`src/rtl/slowfast_pkg.sv`:
```
// Package: slowfast_pkg
// Shared constants and helpers for the slowfast capture path.
//   edge_mode_t  - capture-edge selection (rising, falling or both)
//   ev_select    - picks the capture event from the rise/fall detector outputs
package slowfast_pkg;

  typedef enum int {
    EDGE_RISE = 0,
    EDGE_FALL = 1,
    EDGE_BOTH = 2
  } edge_mode_t;

  // Select the capture event for a given edge mode. Unknown modes are
  // rejected at elaboration, so the default arm only has to cover EDGE_RISE.
  function automatic logic ev_select(input int mode, input logic rise, input logic fall);
    case (mode)
      EDGE_FALL: return fall;
      EDGE_BOTH: return rise | fall;
      default:   return rise;
    endcase
  endfunction

endpackage

```
`src/rtl/sync_edge_det.sv`:
```
// Module: sync_edge_det
// Brings an asynchronous strobe into the Aclk domain through a STAGES-deep
// flop chain and flags the selected edge of the synchronised level.
// Ports:
//   Aclk        in  clock, rising edge
//   reset       in  asynchronous active-high reset, clears every flop
//   strb_async  in  strobe from the slow domain
//   ev          out one-cycle event on the selected edge of the synchronised strobe
module sync_edge_det
  import slowfast_pkg::*;
#(
  parameter int STAGES    = 2,
  parameter int EDGE_MODE = EDGE_RISE
) (
  input  logic Aclk,
  input  logic reset,
  input  logic strb_async,
  output logic ev
);

  if (STAGES < 2) begin : g_bad_stages
    $error("sync_edge_det: STAGES must be >= 2");
  end
  if (EDGE_MODE < 0 || EDGE_MODE > 2) begin : g_bad_mode
    $error("sync_edge_det: EDGE_MODE must be 0, 1 or 2");
  end

  logic [STAGES-1:0] sync_chain;
  logic              sync;
  logic              sync_q;
  logic              rise;
  logic              fall;

  // NOTE: sequential state uses non-blocking assignments so every flop in the
  // chain samples the value its neighbour held before this edge.
  always_ff @(posedge Aclk or posedge reset) begin
    if (reset) begin
      sync_chain <= '0;
      sync_q     <= 1'b0;
    end else begin
      sync_chain <= {sync_chain[STAGES-2:0], strb_async};
      sync_q     <= sync_chain[STAGES-1];
    end
  end

  assign sync = sync_chain[STAGES-1];

  // NOTE: each combinational output is given a value before any condition,
  // so no path through the block can leave it unassigned and infer a latch.
  always_comb begin
    rise = 1'b0;
    fall = 1'b0;
    ev   = 1'b0;
    rise = sync & ~sync_q;
    fall = ~sync & sync_q;
    ev   = ev_select(EDGE_MODE, rise, fall);
  end

endmodule

```
`src/rtl/slowfast_capture.sv`:
```
// Module: slowfast_capture
// Single-domain capture path: builds a serial word, snapshots it when a
// synchronised strobe edge arrives and offers the snapshot on valid/ready.
// Ports:
//   Aclk        in  sole clock, rising edge
//   reset       in  asynchronous active-high reset, clears every flop
//   ser_sel     in  0: internal toggle pattern, 1: ser_in feeds the shift register
//   ser_in      in  external serial bit (Aclk-synchronous)
//   strb_async  in  asynchronous capture strobe
//   out_data    out captured word (holds its last value once consumed)
//   out_valid   out out_data holds an unconsumed capture
//   out_ready   in  consumer accepts out_data when out_valid && out_ready
//   overrun     out sticky flag: a capture arrived while the slot was full
//   clr_ovr     in  clears overrun and drop_cnt (a simultaneous drop wins)
//   cap_cnt     out accepted captures, wraps
//   drop_cnt    out dropped captures, saturates at all-ones
module slowfast_capture
  import slowfast_pkg::*;
#(
  parameter int WIDTH       = 4,
  parameter int SYNC_STAGES = 2,
  parameter int EDGE_MODE   = EDGE_RISE,
  parameter int CNT_W       = 8
) (
  input  logic             Aclk,
  input  logic             reset,
  input  logic             ser_sel,
  input  logic             ser_in,
  input  logic             strb_async,
  output logic [WIDTH-1:0] out_data,
  output logic             out_valid,
  input  logic             out_ready,
  output logic             overrun,
  input  logic             clr_ovr,
  output logic [CNT_W-1:0] cap_cnt,
  output logic [CNT_W-1:0] drop_cnt
);

  if (WIDTH < 2) begin : g_bad_width
    $error("slowfast_capture: WIDTH must be >= 2");
  end
  if (SYNC_STAGES < 2) begin : g_bad_stages
    $error("slowfast_capture: SYNC_STAGES must be >= 2");
  end
  if (EDGE_MODE < 0 || EDGE_MODE > 2) begin : g_bad_mode
    $error("slowfast_capture: EDGE_MODE must be 0, 1 or 2");
  end

  logic             pat;
  logic             serial_bit;
  logic [WIDTH-1:0] sh;
  logic             ev;
  logic             free;
  logic             accept;
  logic             drop;

  sync_edge_det #(
    .STAGES   (SYNC_STAGES),
    .EDGE_MODE(EDGE_MODE)
  ) u_sync_edge_det (
    .Aclk      (Aclk),
    .reset     (reset),
    .strb_async(strb_async),
    .ev        (ev)
  );

  // Serial word: newest bit enters at sh[0] every cycle.
  assign serial_bit = ser_sel ? ser_in : pat;

  always_ff @(posedge Aclk or posedge reset) begin
    if (reset) begin
      pat <= 1'b0;
      sh  <= '0;
    end else begin
      pat <= ~pat;
      sh  <= {sh[WIDTH-2:0], serial_bit};
    end
  end

  // The slot can take a new word if it is empty or being emptied this cycle.
  assign free   = ~out_valid | out_ready;
  assign accept = ev & free;
  assign drop   = ev & ~free;

  // NOTE: out_data is reset along with the control flops; it is a single
  // register, not a memory, and downstream logic may look at it while idle.
  always_ff @(posedge Aclk or posedge reset) begin
    if (reset) begin
      out_data  <= '0;
      out_valid <= 1'b0;
      cap_cnt   <= '0;
    end else if (accept) begin
      out_data  <= sh;
      out_valid <= 1'b1;
      cap_cnt   <= cap_cnt + CNT_W'(1);
    end else if (out_valid && out_ready) begin
      out_valid <= 1'b0;
    end
  end

  // A drop in the same cycle as clr_ovr leaves the flag set and the count
  // at one, so the event that coincided with the clear is never lost.
  always_ff @(posedge Aclk or posedge reset) begin
    if (reset) begin
      overrun  <= 1'b0;
      drop_cnt <= '0;
    end else if (drop) begin
      overrun <= 1'b1;
      if (clr_ovr) begin
        drop_cnt <= CNT_W'(1);
      end else if (drop_cnt != '1) begin
        drop_cnt <= drop_cnt + CNT_W'(1);
      end
    end else if (clr_ovr) begin
      overrun  <= 1'b0;
      drop_cnt <= '0;
    end
  end

endmodule

```
`config.mk`:
```
export PLATFORM = sky130hd
export DESIGN_NAME = slowfast_capture
export DESIGN_NICKNAME = d
export VERILOG_FILES = /design/src/rtl/slowfast_pkg.sv /design/src/rtl/sync_edge_det.sv /design/src/rtl/slowfast_capture.sv
export SDC_FILE = /design/constraint.sdc
export NUM_CORES = 1
export LEC_CHECK = 0
export ABC_AREA = 1
export CORE_MARGIN = 1.5
export CORE_UTILIZATION = 35
export CTS_CLUSTER_SIZE = 10
export DETAILED_ROUTE_END_ITERATION = 10
export GPL_ROUTABILITY_DRIVEN = 0
export HOLD_SLACK_MARGIN = 0.05
export PLACE_DENSITY_LB_ADDON = 0.25
export SLEW_MARGIN = 25
export SYNTH_ARGS = -nofsm -noshare
export SYNTH_HDL_FRONTEND = slang
export SYNTH_SLANG_ARGS = --single-unit
```
`constraint.sdc`:
```
create_clock -name Aclk -period 3.4 [get_ports Aclk]
set_clock_uncertainty 0.15 [all_clocks]
set_input_delay 0.51 -clock Aclk [delete_from_list [all_inputs] [get_ports Aclk]]
set_output_delay 0.51 -clock Aclk [all_outputs]
set_load 0.1 [all_outputs]
```
Yosys cells after proc, flatten, opt, wreduce, memory -nomap -nowiden
Cells that the tools add are included.
{ "op_classes": {"add_sub_neg": 2, "eq_ne": 1, "n_mux": 9, "bitwise_logic": 8, "reduce_logical": 5} }
{ "op_table": {"columns": ["op", "count"], "rows": [
  ["$mux W8", 4],
  ["$add A8 B1 Y8 const B", 2],
  ["$ne A8 B8 Y1 const B", 1],
  ["$reduce_bool A2 Y1", 3],
  ["$mux W1", 5],
  ["$not A1 Y1", 4],
  ["$and A1 B1 Y1", 3],
  ["$reduce_and A2 Y1", 1],
  ["$logic_and A1 B1 Y1", 1],
  ["$or A1 B1 Y1", 1]
]} }
{ "totals": {"regBits": 30, "inputBits": 7, "output_inout_bits": 22, "elab_cells": 34} }

Depth between registers and ports, before layout
Gate-level depths: netlist of the first run.
{ "depth": {"word_depth": 6, "ltp_mapped": 9, "depth_no_buf": 9} }

Modules after synthesis
Synthesis of the first run repeated with hierarchy kept, for this count alone.
{ "unflattened": {"hier_cells": 157, "area_unflattened_um2": 1376.3} }
{ "by_module_without_submodules": {"columns": ["mod", "n_inst", "cells_per_inst", "area_each_um2", "seq_area_each_um2"], "rows": [
  ["slowfast_capture", 1, 151, 1287.5, 675.6],
  ["sync_edge_det", 1, 6, 88.8, 75.1]
]} }

Worst setup path before layout of the first run
No wires, ideal clock.
{ "synth_path": {"path_kind": "flip-flop to flip-flop", "from": "register drop_cnt[1]", "to": "register drop_cnt[5]", "setup_time_ns": 0.062, "t_arrival_ns": 1.876, "required_ns": 3.188, "path_slack_ns": 1.312, "path_stages_with_launch": 10, "path_buffers": 0, "period_less_slack_ns": 2.088, "cell_sequence": "dfrtp_1 > ha_1 > nand2_1 > inv_1 > nand3_4 > nand2_4 > inv_4 > nand2_2 > nand2_1 > inv_1"} }
{ "synth_between": {"elab_chain_len": 4, "elab_cells_between_ends": 7, "classes_between": "add/sub (1); eq/ne (1); mux (3); reduce/logical (2)"} }
{ "synth_lines": {"columns": ["item", "line_no", "text"], "rows": [
  ["from (decl)", "slowfast_capture.sv:36", "output logic [CNT_W-1:0] drop_cnt"],
  ["from (signal assigned)", "slowfast_capture.sv:112", "drop_cnt <= drop_cnt + CNT_W'(1);"],
  ["$add A8 B1 Y8", "slowfast_capture.sv:112", null],
  ["$mux W8", "slowfast_capture.sv:111", "end else if (drop_cnt != '1) begin"],
  ["$mux W8", "slowfast_capture.sv:109", "if (clr_ovr) begin"],
  ["$mux W8", "slowfast_capture.sv:107", "end else if (drop) begin"]
]} }
Several ways; a longest one is shown, not always the timed one. The select of a mux whose other input is x is not followed.
A chain may end at the register's enable or synchronous reset.

Final worst setup path of the first run
{ "layout_path": {"from": "register drop_cnt[7]", "to": "output port drop_cnt[7]"} }
No word-level cell between the ends.

==> results.toml, run 1 <==
[worst_hold_path]
min_path_type = "flop to flop"

[logic_synthesis]
synthTopCellsByArea = "dfrtp_1 (53%), nand2_1 (15%), inv_1 (7.7%), nand3_1 (2.8%), nor2_1 (2.4%)"
synth_area_per_cell_um2 = 8.43
ys_warn_count = 0
yosysUniqueCellTypes = 23
synth_seq_area_share = 0.530
synthCells = 168
synth_area_um2 = 1420
synth_top_area_cell = "dfrtp_1"
netlist.area_leader.share = 0.530
synth-edff-count = 0
synth_seq_cells = 30
synth_top_flop_cell = "dfrtp_1"
synthArstFlopShare = 1.00
synthTopCellsByCount = "nand2_1 (58), dfrtp_1 (30), inv_1 (29), nor2_1 (9), nand3_1 (8)"
synth_most_common_cell = "nand2_1"
synth_nets = 177

[grt]
track_usage = 0.133
grt_pass1_wl_um = 4370
grt_max_degree = 31
grt_pass1_vias = 994
grt_antenna_before_repair = 0
grt_overflow = 0

[cts]
hold_buffers = 0
tritoncts = "yes"
cts-root-buf = "clkbuf_8"
clk_latency_ns = 0.28
ctsResizeCount = 0
htree_levels = 2
clk_pin_slew_ns = 0.06
clockBufferDepth = 2
numCtsBuffers = 5
clock_sinks = 30
cts_setup_buffers = 0

[sta]
period_minus_slack_ns = 2.44
hold_viol = 0
maxSlewViolCount = 0
relSlewSlack = 0.356
max_freq_mhz = 410
hold-worst-slack_ns = 0.203
setup_viol = 0
finalWorstSetupSlack_ns = 0.964
rsz0062_at_grt = "false"
finalCritPeriodShare = 0.717
tightest_slew_ns = 0.963
tns_ns = 0

[die]
die-area_um2 = 4440
rows = 22
fp.dieH_um = 66.6
num_io_pins = 29
coreArea_um2 = 3770
start_util = 0.376
die_w_um = 66.6

[drt]
num_vias = 1150
wire_per_inst_um = 10.2
viasPerCell = 4.56
drtPass1Iterations = 4
drt_iter0_drc = 48
drc = 0
finalWirelength_um = 2560
ant_nets = 0

[final_layout]
multi_input_area_um2 = 551
n_antenna_cell = 0
fin_area_um2 = 1840
area_growth_pct = 29.9
regArea_um2 = 751
drive_gt1_frac = 0.186
nets = 213
fill_cells = 357

[critical_path]
slowest_stage = "clkdlybuf4s50_1"
worstSetupStartpointType = "flop"
crit_required_ns = 2.74
cp_max_fo = 3
max_stage_delay_ns = 1.14
cp_top_family = "buffers and inverters"
critPathKind = "flop to output pin"
critPathBufInv = 1
cp-end-kind = "output pin"
cp_data_arrival_time_ns = 1.78
crit_chain = "clkdlybuf4s50_1"

[placed_design]
dp_hpwl_um = 1860
preCtsSetupSlack_ns = 1.25
portBuffers = 28
placed_area_um2 = 1730

[flow_run]
cap_violations = 0

[pwr]
powerDensity_nw_per_um2 = 710
vdd_drop_max_uv = 724
p_leak_nw = 0.973
finalPower_mw = 1.31

[outcome]
status = "complete, no violations"
==> cells in the final DEF, fill, tap and decap left out, types with 2 or more instances in the layout <==
cell type | netlist | routed
nand2_1 | 58 | 58
xor2_1 | 2 | 2
inv_1 | 29 | 29
nand2_2 | 4 | 4
o21ai_0 | 5 | 5
clkdlybuf4s50_1 | 0 | 13
a21oi_1 | 2 | 2
clkbuf_8 | 0 | 6
nand4_1 | 4 | 4
nor2_1 | 9 | 9
buf_4 | 0 | 16
ha_1 | 2 | 2
o21ai_2 | 3 | 3
nor2_4 | 2 | 2
dfrtp_1 | 30 | 30
nand3_1 | 8 | 8
==> where the power goes <==
group	internal [mW]	switching (mW)
Clock	0.234	0.125
Combinational	0.101	0.393
Sequential	0.404	0.0488
==> metrics by stage <==
stage          cells   util
3_5_place_dp     245  0.458
6_report         252  0.488
3_3_place_gp     245  0.458
5_1_grt          252  0.488
4_1_cts          252  0.488
2_1_floorplan    168      -
==> routing by layer <==
layer | track usage | wire length, um | vias to the layer above
met5 | 0 | 0 | -
met4 | 0.0612 | 43 | 0
met3 | 0.0490 | 184 | 5
met2 | 0.195 | 1170 | 32
met1 | 0.174 | 1170 | 530
li1 | - | - | 583
==> worst paths after layout <==
check | slack (ns) | from | endpoint | cells after the start
hold reg to reg | 0.20 | u_sync_edge_det.sync_chain[0]$_DFF_PP0_ | u_sync_edge_det.sync_chain[1]$_DFF_PP0_ | 0
hold / removal | 0.20 | u_sync_edge_det.sync_chain[0]$_DFF_PP0_ | u_sync_edge_det.sync_chain[1]$_DFF_PP0_ | 0
min in group asynchronous | 0.46 | reset | cap_cnt[6]$_DFFE_PP0P_ | 3
max in group asynchronous | 2.37 | reset | drop_cnt[6]$_DFFE_PP0P_ | 3
setup reg to reg | 1.84 | drop_cnt[1]$_DFFE_PP0P_ | drop_cnt[5]$_DFFE_PP0P_ | 9
setup / recovery | 0.96 | drop_cnt[7]$_DFFE_PP0P_ | drop_cnt[7] | 1
==> logic make-up after synthesis <==
group,after synthesis,synth area share
compound gates,12,0.0548
xor+xnor,3,0.0186
fa+ha+maj,2,0.0177
simple gates,91,0.298
buf+inv,30,0.0813
flops,30,0.530
==> final cells by class <==
type	count	area share
sequential	30	0.408
multi-input combinational	108	0.299
timing repair buffer	29	0.136
inverter	30	0.0626
clock buffer	6	0.0449
tap	48	0.0327
clock inverter	1	0.0163
==> registers in the layout (all words and copies together) (netlist names) <==
signal	flops
u_sync_edge_det.sync_q	1
cap_cnt	8
pat	1
drop_cnt	8
out_data	4
overrun	1
u_sync_edge_det.sync_chain	2
out_valid	1
sh	4
Note: power is estimated with default switching activity, not from simulation.
==> run 2: changes to the inputs <==
clock period = 2.4 ns   (was 3.4 ns; I/O delays follow)
==> results.toml, run 2 (synthesized netlist as in run 1, its figures left out) <==
[outcome]
status = "complete, no violations"

[pwr]
seqPwrFrac = 0.367
finalPower_mw = 1.76
p_int_mw = 0.940
powerDensity_nw_per_um2 = 977
switching_share = 0.465
combinationalPowerShare = 0.396
clock_power_share = 0.237
vdd_drop_max_uv = 894
p_leak_nw = 0.974
p_sw_mw = 0.819

[placed_design]
preCtsSetupSlack_ns = 0.496
placed_area_um2 = 1710
portBuffers = 28
dp_hpwl_um = 2000

[drt]
viasPerCell = 4.47
drc = 0
num_vias = 1132
drtPass1Iterations = 4
wl_met1_um = 1400
drt_iter0_drc = 86
wire_per_inst_um = 10.9
finalWirelength_um = 2760
ant_nets = 0
met2_wirelength_um = 1180
wl_met3_um = 166
top_layer = "met4"

[sta]
rsz0062_at_grt = "false"
relSlewSlack = 0.745
setup_viol = 0
tns_ns = 0
finalWorstSetupSlack_ns = 0.796
hold_viol = 0
finalCritPeriodShare = 0.668
maxSlewViolCount = 0
hold-worst-slack_ns = 0.198
tightest_slew_ns = 0.383
period_minus_slack_ns = 1.60
max_freq_mhz = 623

[cts]
numCtsBuffers = 5
clock_sinks = 30
htree_levels = 2
tritoncts = "yes"
cts_setup_buffers = 0
clockBufferDepth = 2
clk_latency_ns = 0.28
ctsResizeCount = 0
clk_pin_slew_ns = 0.06
cts-root-buf = "clkbuf_8"
hold_buffers = 0

[grt]
track_usage = 0.150
grt_max_degree = 31
grt_pass1_wl_um = 4840
grt_overflow = 0
grt_pass1_vias = 1051
grt_antenna_before_repair = 0

[final_layout]
drive_gt1_frac = 0.220
n_antenna_cell = 0
nets = 213
layout_commonest_cell = "nand2_1"
fin_area_um2 = 1800
area_growth_pct = 27.1
mostFrequentLayoutCells = "nand2_1 (58), dfrtp_1 (30), inv_1 (29)"
largestRegisters = "cap_cnt x8, drop_cnt x8"

[critical_path]
critPathKind = "primary input to flop"
crit_required_ns = 2.41
worstSetupStartpointType = "primary input"
cp_max_fo = 9
rrSetupSlack_ns = 0.82
cp-end-kind = "flop"
cp_data_arrival_time_ns = 1.62

[die]
die-area_um2 = 4440
start_util = 0.376
num_io_pins = 29
die_w_um = 66.6
rows = 22
coreArea_um2 = 3770
fp.dieH_um = 66.6

[worst_hold_path]
min_path_type = "flop to flop"

[flow_run]
cap_violations = 0
## run 2: cell count changes in the layout (fill, tap and decap cells not counted)
| cell | change |
|---|---|
| buf_4 | +7 |
| clkdlybuf4s50_1 | -7 |
| bufinv_16 | -1 |
| clkbuf_1 | +1 |
| clkinv_2 | +1 |
## run 2: layout make-up
type                            count  area (um2)
Multi-Input combinational cell    108         551
Timing Repair Buffer               29         233
Fill cell                         367        1970
Clock buffer                        7        86.3
Sequential cell                    30         751
Clock inverter                      1        5.00
Tap cell                           48        60.1
Inverter                           30         115
## run 2: metrics by stage
stage	util	std cells
floorplan	-	168
global placement	0.453	245
detailed placement	0.453	245
CTS	0.477	253
global route	0.477	253
finish	0.477	253
## run 2: power by group through the flow
| stage | clock network, mW | registers (mW) | logic [mW] |
|---|---|---|---|
| floorplan | 0 | 1.08 | 0.123 |
| global placement | 0 | 0.654 | 0.699 |
| detailed placement | 0 | 0.654 | 0.701 |
| CTS | 0.431 | 0.645 | 0.702 |
| global route | 0.462 | 0.655 | 0.730 |
| finish | 0.417 | 0.645 | 0.697 |
## run 2: critical path: stages
cell             delay, ns
clkdlybuf4s50_1       0.48
inv_1                 0.04
nand2_1               0.10
nand2_2               0.15
nor2_2                0.14
nand2_1               0.11
o21ai_0               0.17
nand2_1               0.07
## run 2: worst paths after layout
| kind | start | to | cells past startpoint |
|---|---|---|---|
| worst max-delay path | out_ready | cap_cnt[6]$_DFFE_PP0P_ | 8 |
| worst min-delay path | u_sync_edge_det.sync_chain[0]$_DFF_PP0_ | u_sync_edge_det.sync_chain[1]$_DFF_PP0_ | 0 |
| worst max register to register | drop_cnt[0]$_DFFE_PP0P_ | drop_cnt[5]$_DFFE_PP0P_ | 9 |
| worst min register to register | u_sync_edge_det.sync_chain[0]$_DFF_PP0_ | u_sync_edge_det.sync_chain[1]$_DFF_PP0_ | 0 |
| max in group asynchronous | reset | drop_cnt[4]$_DFFE_PP0P_ | 3 |
| min in group asynchronous | reset | drop_cnt[0]$_DFFE_PP0P_ | 3 |
## run 2: layer usage
layer,global-route usage,vias to the layer above
met4,0.0459,0
met1,0.206,516
met2,0.209,27
met5,0,-
met3,0.0709,2
li1,-,587
==> run 3: changes to the inputs <==
clock period = 1.4 ns   (was 2.4 ns; I/O delays follow)
==> results.toml, run 3 (synthesized netlist as in run 1, its figures left out) <==
[final_layout]
fill_cells = 285
drive_gt1_frac = 0.464
utilization = 0.657
multi_input_area_um2 = 686
mostFrequentLayoutCells = "nand2_1 (50), inv_1 (25), buf_12 (23)"
nets = 232
regArea_um2 = 807
stdcell_count = 272
largestRegisters = "cap_cnt x8, drop_cnt x8"
layout_commonest_cell = "nand2_1"
area_growth_pct = 75.0
n_antenna_cell = 0

[die]
die-area_um2 = 4440
fp.dieH_um = 66.6
num_io_pins = 29
die_w_um = 66.6
rows = 22
start_util = 0.376
coreArea_um2 = 3770

[worst_hold_path]
min_path_type = "primary input to async pin"

[sta]
finalCritPeriodShare = 1.05
maxSlewViolCount = 0
period_minus_slack_ns = 1.47
hold-worst-slack_ns = 0.106
rsz0062_at_grt = "true"
tns_ns = -0.334
finalWorstSetupSlack_ns = -0.0716
relSlewSlack = 0.862
setup_viol = 10
max_freq_mhz = 680
hold_viol = 0
tightest_slew_ns = 0.206

[cts]
clockBufferDepth = 2
numCtsBuffers = 5
tritoncts = "yes"
cts-root-buf = "clkbuf_8"
hold_buffers = 0
clk_pin_slew_ns = 0.07
htree_levels = 2
clock_sinks = 30
clk_latency_ns = 0.29

[placed_design]
dp_cells = 258
preCtsSetupSlack_ns = -0.224
portBuffers = 28
dp_hpwl_um = 2370

[grt]
grt_pass1_vias = 1316
grt_pass1_wl_um = 5970
track_usage = 0.183
grt_max_degree = 31
grt_antenna_before_repair = 0
grt_overflow = 0

[pwr]
clock_power_share = 0.228
seqPwrFrac = 0.339
vdd_drop_max_uv = 1810
p_int_mw = 2.08
p_sw_mw = 1.56
combinationalPowerShare = 0.433
switching_share = 0.429
p_leak_nw = 1.18
powerDensity_nw_per_um2 = 1470

[drt]
finalWirelength_um = 3440
num_vias = 1285
ant_nets = 0
drt_iter0_drc = 65
viasPerCell = 4.72
drc = 0
wire_per_inst_um = 12.6
drtPass1Iterations = 4

[critical_path]
cpMostUsedCell = "nand2_4"
reg2reg_to = "drop_cnt[5]$_DFFE_PP0P_"
max_stage_delay_ns = 0.50
rrSetupSlack_ns = -0.07
slowest_stage = "dfrtp_4"
r2r-start = "drop_cnt[1]$_DFFE_PP0P_"
crit_required_ns = 1.44
critPathKind = "flop to flop"
worstSetupStartpointType = "flop"
r2r_cells = 9
crit_chain = "ha_4, nand2_4, inv_4, nand3_4, nand2_4, inv_8, nand2_4, nand2_2, inv_1"
cp_max_fo = 6
cp_data_arrival_time_ns = 1.51
cp-end-kind = "flop"

[outcome]
status = "complete, but fails checks"
violations = "setup timing"

[flow_run]
cap_violations = 0
run 3: changes by cell type in the layout (fill, tap and decap cells not counted), sizes merged:
cell	delta
inv	-1
buf	+19
clkinv	-1
clkinvlp	+1
clkbuf	+1
run 3: worst max path at each step:
stage,startpoint,end,cells after the start
floorplan,drop_cnt[1]$_DFFE_PP0P_,drop_cnt[5]$_DFFE_PP0P_,9
global placement,out_ready,cap_cnt[6]$_DFFE_PP0P_,8
detailed placement,out_ready,drop_cnt[7]$_DFFE_PP0P_,9
CTS,drop_cnt[0]$_DFFE_PP0P_,drop_cnt[5]$_DFFE_PP0P_,9
global route,drop_cnt[1]$_DFFE_PP0P_,drop_cnt[5]$_DFFE_PP0P_,9
finish,drop_cnt[1]$_DFFE_PP0P_,drop_cnt[5]$_DFFE_PP0P_,9
run 3: power groups by stage:
stage	sequential [mW]	combinational [mW]	clock, mW
floorplan	1.93	0.248	0
global placement	1.25	1.52	0
detailed placement	1.25	1.54	0
CTS	1.24	1.55	0.845
global route	1.26	1.65	0.896
finish	1.24	1.58	0.832
run 3: layer usage:
metal / track usage / routed length, um / up-vias
li1: - / - / 624
met1: 0.224 / 1440 / 617
met2: 0.290 / 1750 / 38
met3: 0.0591 / 187 / 6
met4: 0.0893 / 66 / 0
met5: 0 / 0 / -
run 3: repair_timing:
action	CTS	global route
resized for setup	7	24
buffers inserted	5	2
gates cloned	0	0
endpoints found under the setup margin	10	23
pin swaps	2	14
endpoints found under the hold margin	0	0
run 3: layout make-up:
class | instances | area share
clock buffer | 8 | 0.0444
timing repair buffer | 48 | 0.278
tap | 48 | 0.0242
inverter | 30 | 0.0510
multi-input combinational | 108 | 0.277
sequential | 30 | 0.326
run 3: through the flow:
stage,cell area (um2),power (mW)
CTS,2380,3.64
global placement,2220,2.77
global route,2480,3.80
finish,2480,3.65
floorplan,1540,2.18
detailed placement,2220,2.80
run 3: worst max-delay path, delay by kind of cell (launching register included):
kind,cells,cell delay (ns)
flops,1,0.50
simple gates,5,0.35
fa+ha+maj,1,0.18
buf+inv,3,0.18
